$ cat src/rtl/if_id_skid.sv
// Multi-lane IF->ID pipeline stage: a main register driving decode plus a one-packet skid register.
// One cycle from accepted push to dn_valid; up_ready is registered state, so at most one extra packet lands after dn_ready drops.
module if_id_skid #(
  parameter int                LANES       = 2,
  parameter int                ADDR_W      = 32,
  parameter int                INST_W      = 32,
  parameter logic [ADDR_W-1:0] RESET_PC    = 32'hBFC0_0000,
  parameter logic [INST_W-1:0] BUBBLE_INST = 32'h0000_0000
) (
  input  logic                     clk,
  input  logic                     rst,
  input  logic                     flush,
  input  logic                     up_valid,
  output logic                     up_ready,
  input  logic [LANES-1:0]         up_lane_vld,
  input  logic [LANES*ADDR_W-1:0]  up_pc,
  input  logic [LANES*INST_W-1:0]  up_inst,
  output logic                     dn_valid,
  input  logic                     dn_ready,
  output logic [LANES-1:0]         dn_lane_vld,
  output logic [LANES*ADDR_W-1:0]  dn_pc,
  output logic [LANES*INST_W-1:0]  dn_inst
);

  typedef enum logic [1:0] {EMPTY, ONE, TWO} state_t;

  state_t                    state, state_nxt;
  logic [LANES-1:0]          main_lane, main_lane_nxt, skid_lane, skid_lane_nxt;
  logic [LANES*ADDR_W-1:0]   main_pc, main_pc_nxt, skid_pc, skid_pc_nxt;
  logic [LANES*INST_W-1:0]   main_inst, main_inst_nxt, skid_inst, skid_inst_nxt;
  logic                      main_valid, skid_valid, push, pop;

  assign main_valid = (state != EMPTY);
  assign skid_valid = (state == TWO);

  assign up_ready    = !skid_valid;
  assign dn_valid    = main_valid;
  assign dn_lane_vld = main_lane;
  assign dn_pc       = main_pc;
  assign dn_inst     = main_inst;

  // Beats with no valid lanes still complete the handshake but are never stored.
  assign push = up_valid && up_ready && (|up_lane_vld);
  assign pop  = main_valid && dn_ready;

  always_comb begin
    state_nxt     = state;
    main_lane_nxt = main_lane;
    main_pc_nxt   = main_pc;
    main_inst_nxt = main_inst;
    skid_lane_nxt = skid_lane;
    skid_pc_nxt   = skid_pc;
    skid_inst_nxt = skid_inst;

    case (state)
      EMPTY: begin
        if (push) begin
          state_nxt     = ONE;
          main_lane_nxt = up_lane_vld;
          main_pc_nxt   = up_pc;
          main_inst_nxt = up_inst;
        end
      end
      ONE: begin
        if (push && pop) begin
          main_lane_nxt = up_lane_vld;
          main_pc_nxt   = up_pc;
          main_inst_nxt = up_inst;
        end else if (push) begin
          state_nxt     = TWO;
          skid_lane_nxt = up_lane_vld;
          skid_pc_nxt   = up_pc;
          skid_inst_nxt = up_inst;
        end else if (pop) begin
          state_nxt     = EMPTY;
          main_lane_nxt = '0;
          main_pc_nxt   = {LANES{RESET_PC}};
          main_inst_nxt = {LANES{BUBBLE_INST}};
        end
      end
      TWO: begin
        if (pop) begin
          state_nxt     = ONE;
          main_lane_nxt = skid_lane;
          main_pc_nxt   = skid_pc;
          main_inst_nxt = skid_inst;
        end
      end
      default: begin
        state_nxt = EMPTY;
      end
    endcase

    // Redirect discards everything, including a beat offered this cycle.
    if (flush || state_nxt == EMPTY) begin
      state_nxt     = EMPTY;
      main_lane_nxt = '0;
      main_pc_nxt   = {LANES{RESET_PC}};
      main_inst_nxt = {LANES{BUBBLE_INST}};
    end
  end

  always_ff @(posedge clk) begin
    if (rst) begin
      state     <= EMPTY;
      main_lane <= '0;
      main_pc   <= {LANES{RESET_PC}};
      main_inst <= {LANES{BUBBLE_INST}};
    end else begin
      state     <= state_nxt;
      main_lane <= main_lane_nxt;
      main_pc   <= main_pc_nxt;
      main_inst <= main_inst_nxt;
    end
  end

  // Skid contents are don't-care while skid is empty, so they need no reset.
  always_ff @(posedge clk) begin
    skid_lane <= skid_lane_nxt;
    skid_pc   <= skid_pc_nxt;
    skid_inst <= skid_inst_nxt;
  end

endmodule

$ cat config.mk
export PLATFORM = sky130hd
export DESIGN_NAME = if_id_skid
export DESIGN_NICKNAME = d
export VERILOG_FILES = /design/src/rtl/if_id_skid.sv
export SDC_FILE = /design/constraint.sdc
export NUM_CORES = 1
export LEC_CHECK = 0
export CAP_MARGIN = 0
export CORE_MARGIN = 2
export CORE_UTILIZATION = 51
export CTS_CLUSTER_DIAMETER = 200
export CTS_CLUSTER_SIZE = 8
export DETAILED_ROUTE_END_ITERATION = 7
export GPL_TIMING_DRIVEN = 0
export PLACE_DENSITY = 0.84
export SKIP_LAST_GASP = 1
export SYNTH_ARGS = -nofsm -noshare
export SYNTH_HDL_FRONTEND = slang
export SYNTH_SLANG_ARGS = --single-unit
$ cat constraint.sdc
create_clock -name clk -period 17.3 [get_ports clk]
set_input_delay 2.595 -clock clk [delete_from_list [all_inputs] [get_ports clk]]
set_output_delay 2.595 -clock clk [all_outputs]
set_load 0.01 [all_outputs]
==> results of run 1 <==
-- final timing paths --
check | slack [ns] | endpoint | cells after the start | startpoint
max | 12.45 | dn_inst[42]$_SDFFE_PP0P_ | 8 | up_lane_vld[0]
min | 0.48 | dn_pc[27]$_SDFFE_PP1P_ | 2 | dn_pc[27]$_SDFFE_PP1P_
max reg2reg | 14.34 | dn_inst[42]$_SDFFE_PP0P_ | 9 | state[0]$_SDFF_PP0_
min reg2reg | 0.48 | dn_pc[27]$_SDFFE_PP1P_ | 2 | dn_pc[27]$_SDFFE_PP1P_
-- area by class of cell --
type | instances | share of cell area [%]
inverter | 4 | 0.1098
buffer | 72 | 2.498
sequential | 262 | 47.87
timing repair buffer | 270 | 20.06
clock inverter | 1 | 0.06405
clock buffer | 64 | 7.896
multi-input combinational | 427 | 19.36
tap | 234 | 2.141
-- routing by layer --
| metal | vias up | global-route usage, % | wire [µm] |
|---|---|---|---|
| met5 | - | 0 | 0 |
| met2 | 429 | 45.80 | 13510 |
| met4 | 0 | 8.579 | 770 |
| met1 | 3908 | 34.22 | 10570 |
| li1 | 3605 | - | - |
| met3 | 62 | 6.793 | 2640 |
-- logic make-up after synthesis --
family / after synthesis / synth area share, %
AOI/OAI and AO/OA: 162 / 14.45
adders and majority gates: 4 / 0.5245
buffers and inverters: 76 / 3.737
DFF: 262 / 68.60
and+or+nand+nor: 261 / 12.69
-- critical path: cells and delay by family --
family	cells	cell delay [ns]
compound gates	2	0.61
buf+inv	3	1.41
simple gates	3	0.63
-- layout by cell type, fill, tap and decap left out, types with 3 or more instances in the layout --
| cell type | count |
|---|---|
| a221oi_1 | 130 |
| o211ai_1 | 19 |
| buf_2 | 3 |
| nor2_1 | 118 |
| ha_1 | 4 |
| buf_6 | 9 |
| clkbuf_1 | 83 |
| dfxtp_1 | 132 |
| a21oi_1 | 4 |
| nor3_1 | 100 |
| buf_12 | 4 |
| clkbuf_16 | 39 |
| clkdlybuf4s50_1 | 266 |
| nand2_1 | 19 |
| inv_1 | 4 |
| edfxtp_1 | 130 |
| nand2b_1 | 3 |
| nor3_2 | 13 |
-- report_power, final --
group / switching [mW] / total (mW) / leakage (nW) / internal [mW]
combinational: 0.0868 / 0.163 / 1.92 / 0.0760
clock: 0.253 / 0.673 / 0.521 / 0.420
sequential: 0.00720 / 0.676 / 2.24 / 0.668
-- sequential cells by signal, indices dropped and copies added (netlist names) --
| name | flops |
|---|---|
| skid_pc | 64 |
| skid_lane | 2 |
| dn_inst | 64 |
| state | 2 |
| dn_lane_vld | 2 |
| dn_pc | 64 |
| skid_inst | 64 |
-- through the flow --
step	power (mW)	util [%]	hold WS, ns	setup slack, ns	area (µm²)
floorplan	0.7655	-	0.5105	8.416	9543
global placement	0.8429	67.49	0.4623	5.138	12500
detailed placement	0.8470	67.97	0.4720	11.98	12590
CTS	1.518	73.84	0.4812	12.44	13670
global route	1.561	73.84	0.4994	12.30	13670
finish	1.512	73.84	0.4818	12.45	13670
==> flow_summary_export.csv, run 1 <==
group,metric,value,unit
placement,gp_congestion,0.8266,
job,maxCapViolCount,0,
global_route,grt_usage,26.99,%
detailed_routing,drt-pass1-iter-count,5,
sta,fin_worst_skew,0.01109,ns
critical_path,cp.required,17.70,ns
min_path,min_path_type,"reg -> reg",
cells_and_area,syn2layout_area_growth,43.29,%
clock_tree,cts_hold_buf,0,
synth,yosys-top-cells-count,"dfxtp_1 (132), a221oi_1 (130), edfxtp_1 (130), nor2_1 (119), nor3_1 (100)",
synth,ys.flop_type,"dfxtp_1",
synth,synth_cells,765,
sta,finalMaxSlewViolations,0,
synth,ys_seq_area_share,68.60,%
cells_and_area,fill_cells,1213,
outcome,status,"completed",
synth,synth_edf_count,130,
global_route,grt_antenna_before_repair,0,
cells_and_area,layout-drive-gt1-share,6.818,%
synth,syn_area,9543,µm²
floorplanning,fp.dieArea,19820,µm²
sta,rsz0062_at_grt,"no",
synth,synth_area_leaders,"edfxtp_1 (41%), dfxtp_1 (28%), a221oi_1 (12%)",
floorplanning,row_count,50,
cells_and_area,stdcell_count,1334,
detailed_routing,ant_nets,0,
synth,synthArstFlopShare,0,%
clock_tree,cts_sinks,262,
power,power.density,110.5,nW/µm²
placement,port_buffers,266,
critical_path,worst_path_largest_cell_delay,0.55,ns
floorplanning,initial_core_util,51.53,%
clock_tree,ctsResizeCount,0,
sta,tightest_slew,0.7858,ns
sta,maxSlewHeadroom,47.61,%
critical_path,crit_type,"in -> reg",
global_route,grt_pass1_vias,7909,
sta,fmaxAchievable,0.2060,GHz
clock_tree,cts_buffer_depth,3,
global_route,grt_overflow,0,
power,p_leak,4.683,nW
clock_tree,postCtsSetupBuffers,0,
sta,setup-violations-final,0,
synth,synth_top_area_share,40.91,%
placement,dp.cells,1269,
sta,setup-tns-final,0,ns
synth,synth_cell_types,29,
synth,ys_ff_latch,262,
cells_and_area,final_nets,1214,
detailed_routing,via_per_inst,6.000,
detailed_routing,initialDrtViolationCount,593,
detailed_routing,drcViolationCount,0,
sta,report.final.hold_viol_count,0,
critical_path,crit_path_start_kind,"primary input",
clock_tree,clock_latency,0.50,ns
cells_and_area,antenna-diode-count,0,
global_route,grt_pass1_wl,42480,µm
global_route,grt_max_degree,36,
floorplanning,die_x,140.8,µm
synth,yosysMostFrequentCell,"dfxtp_1",
clock_tree,cts_max_level,2,
detailed_routing,wirelength,27490,µm
clock_tree,cts_buffers,38,
sta,min_period,4.853,ns
clock_tree,clk_pin_slew_worst_paths,0.05,ns
synth,netlist.top_cell.by_area,"edfxtp_1",
cells_and_area,multi_input_area,2648,µm²
clock_tree,cts_tree,"built",
critical_path,worstPathMaxFanout,10,
detailed_routing,dr_total_vias,8004,
synth,syn_nets,904,
placement,dp_hpwl,18300,µm
synth,post_synth.cell_area_avg,12.47,µm²
floorplanning,die_h,140.8,µm
critical_path,path_cells,"clkdlybuf4s50_1 > nor2_1 > nand3b_1 > o21ai_1 > buf_2 > clkbuf_1 > a221oi_1 > nor3_1",
floorplanning,io_pins,267,
power,ir_worst_vdd,85.57,µV
detailed_routing,wire_per_inst,20.61,µm
critical_path,crit_arrival,5.25,ns
sta,finalCritPeriodShare,28.05,%
critical_path,slowest_stage,"clkdlybuf4s50_1",
critical_path,critical_path.endpoint_type,"register",
clock_tree,cts-root-buf,"clkbuf_16",
synth,yosysWarnings,0,
cells_and_area,register_area,6546,µm²
floorplanning,core,18520,µm²
(Power assumes the default switching activity.)
==> run 2, diff against run 1 <==
CORE_UTILIZATION = 43   (was 51)
PLACE_DENSITY = 0.76   (was 0.84)
clock period = 4.4 ns   (was 17.3 ns; I/O delays follow)
==> run 2 against run 1 <==
  * Sequential share of layout area fell by 0.34 points
  * Register-to-register slack got worse by 13 ns
  * Wire length barely moved
  * Non-clock buffer count did not move
  * Global-route usage fell by 3.9 points
  * Critical path depth fell by 1
  * First-iteration DRC count fell by 14%
  * Total power rose to 4.0 times the previous value
  * Utilization fell by 11 points
  * Critical endpoint is now dn_inst[30]$_SDFFE_PP0P_
  * Largest power group is now clock
==> flow_summary_export.csv, run 2 (synthesis results as in run 1) <==
group,metric,value,unit
outcome,status,"completed",
detailed_routing,dr_total_vias,7835,
sta,fin_worst_skew,0.01410,ns
power,ir_worst_vdd,360.2,µV
critical_path,path_buf_inv,3,
sta,fmaxAchievable,0.3279,GHz
clock_tree,cts_max_level,2,
critical_path,r2r-end,"dn_inst[54]$_SDFFE_PP0P_",
floorplanning,die_h,153.0,µm
clock_tree,cts_sinks,262,
detailed_routing,drcViolationCount,0,
min_path,min_path_type,"reg -> reg",
cells_and_area,antenna-diode-count,0,
critical_path,crit_family,"buffers and inverters",
global_route,grt_max_degree,38,
critical_path,r2r_slack,1.48,ns
sta,finalMaxSlewViolations,0,
cells_and_area,final_cell_mix,"clkdlybuf4s50_1 (266), dfxtp_1 (132), a221oi_1 (130), edfxtp_1 (130), nor2_1 (118)",
detailed_routing,drt-pass1-iter-count,5,
cells_and_area,layout_commonest_cell,"clkdlybuf4s50_1",
clock_tree,cts_buffer_depth,3,
clock_tree,clk_pin_slew_worst_paths,0.05,ns
critical_path,crit_type,"in -> reg",
critical_path,critPathCapture,"dn_inst[30]$_SDFFE_PP0P_",
cells_and_area,layout-drive-gt1-share,6.903,%
min_path,hold_depth,2,
detailed_routing,via_per_inst,5.673,
power,p_leak,4.703,nW
critical_path,startpoint,"up_lane_vld[0]",
critical_path,slowest_stage,"clkbuf_1",
floorplanning,io_pins,267,
critical_path,cpMostUsedCell,"clkbuf_1",
global_route,grt_overflow,0,
critical_path,crit_path_start_kind,"primary input",
clock_tree,ctsResizeCount,0,
critical_path,worst_path_largest_cell_delay,0.63,ns
cells_and_area,syn2layout_area_growth,44.33,%
power,p_total,6.018,mW
global_route,grt_usage,23.10,%
clock_tree,clock_latency,0.50,ns
sta,tightest_slew,0.8203,ns
detailed_routing,initialDrtViolationCount,509,
floorplanning,initial_core_util,43.73,%
clock_tree,cts_buffers,38,
sta,setup-violations-final,0,
floorplanning,core,21820,µm²
floorplanning,row_count,54,
critical_path,path_cells,"clkdlybuf4s50_1 > o21ai_0 > a211o_1 > clkbuf_1 > clkbuf_1 > a221oi_1 > nor3_1",
power,power.density,436.9,nW/µm²
cells_and_area,final_nets,1214,
clock_tree,cts_hold_buf,0,
global_route,grt_antenna_before_repair,0,
floorplanning,fp.dieArea,23400,µm²
clock_tree,postCtsSetupBuffers,0,
critical_path,crit_arrival,3.47,ns
detailed_routing,wire_per_inst,19.89,µm
sta,rsz0062_at_grt,"no",
global_route,grt_pass1_vias,7870,
critical_path,worstPathMaxFanout,10,
critical_path,reg2reg_depth,9,
clock_tree,cts_tree,"built",
detailed_routing,wirelength,27470,µm
clock_tree,cts-root-buf,"clkbuf_16",
critical_path,cp.required,4.82,ns
sta,finalCritPeriodShare,69.30,%
critical_path,critical_path.endpoint_type,"register",
sta,min_period,3.049,ns
placement,gp_congestion,0.8214,
sta,whs,0.4808,ns
global_route,grt_pass1_wl,43630,µm
sta,maxSlewHeadroom,45.32,%
critical_path,timing.rr.start,"state[1]$_SDFF_PP0_",
placement,port_buffers,266,
detailed_routing,ant_nets,0,
critical_path,path_depth,7,
job,maxCapViolCount,0,
sta,report.final.hold_viol_count,0,
floorplanning,die_x,153.0,µm
placement,dp_hpwl,18660,µm
run 2: where the power goes:
group	internal (mW)	total, mW	switching, mW
registers	2.63	2.66	0.0280
clock network	1.72	2.73	1.00
logic	0.299	0.636	0.337
total	4.65	6.02	1.37
run 2: worst min path at each step:
stage / startpoint / end / slack [ns]
3_5_place_dp: dn_pc[31]$_SDFFE_PP1P_ / dn_pc[31]$_SDFFE_PP1P_ / 0.47
6_report: dn_pc[54]$_SDFFE_PP1P_ / dn_pc[54]$_SDFFE_PP1P_ / 0.48
2_1_floorplan: dn_inst[0]$_SDFFE_PP0P_ / dn_inst[0]$_SDFFE_PP0P_ / 0.51
4_1_cts: dn_pc[31]$_SDFFE_PP1P_ / dn_pc[31]$_SDFFE_PP1P_ / 0.49
3_3_place_gp: dn_pc[54]$_SDFFE_PP1P_ / dn_pc[54]$_SDFFE_PP1P_ / 0.46
5_1_grt: dn_pc[39]$_SDFFE_PP0P_ / dn_pc[39]$_SDFFE_PP0P_ / 0.51
run 2: area by class of cell:
class | count | area (µm²)
tap | 280 | 350.3
fill | 1703 | 8050
multi-input combinational | 427 | 2648
timing repair buffer | 270 | 2743
inverter | 4 | 15.01
buffer | 72 | 341.6
sequential | 262 | 6546
clock buffer | 66 | 1130
run 2: routing by layer:
metal	wire, µm	share of wire, %	GRT usage [%]
met5	0	0	0
met4	601	2.2	6.481
met2	12790	47	36.75
met3	2532	9.2	5.926
met1	11550	42	31.52
run 2: stage by stage:
step / std cells / area [µm²] / utilization [%] / setup TNS (ns) / setup WS [ns]
6_report: 1381 / 13770 / 63.11 / 0 / 1.351
5_1_grt: 1381 / 13770 / 63.11 / 0 / 1.173
4_1_cts: 1381 / 13770 / 63.11 / 0 / 1.388
3_5_place_dp: 1315 / 12640 / 57.93 / 0 / 0.8746
3_3_place_gp: 1311 / 12560 / 57.57 / -69.39 / -0.5403
2_1_floorplan: 765 / 9550 / - / 0 / 1.047
run 2: tightest hold or removal path: stages, from the launching register on:
cell      delay (ns)
dfxtp_1         0.32
nand2_1         0.05
o211ai_1        0.07
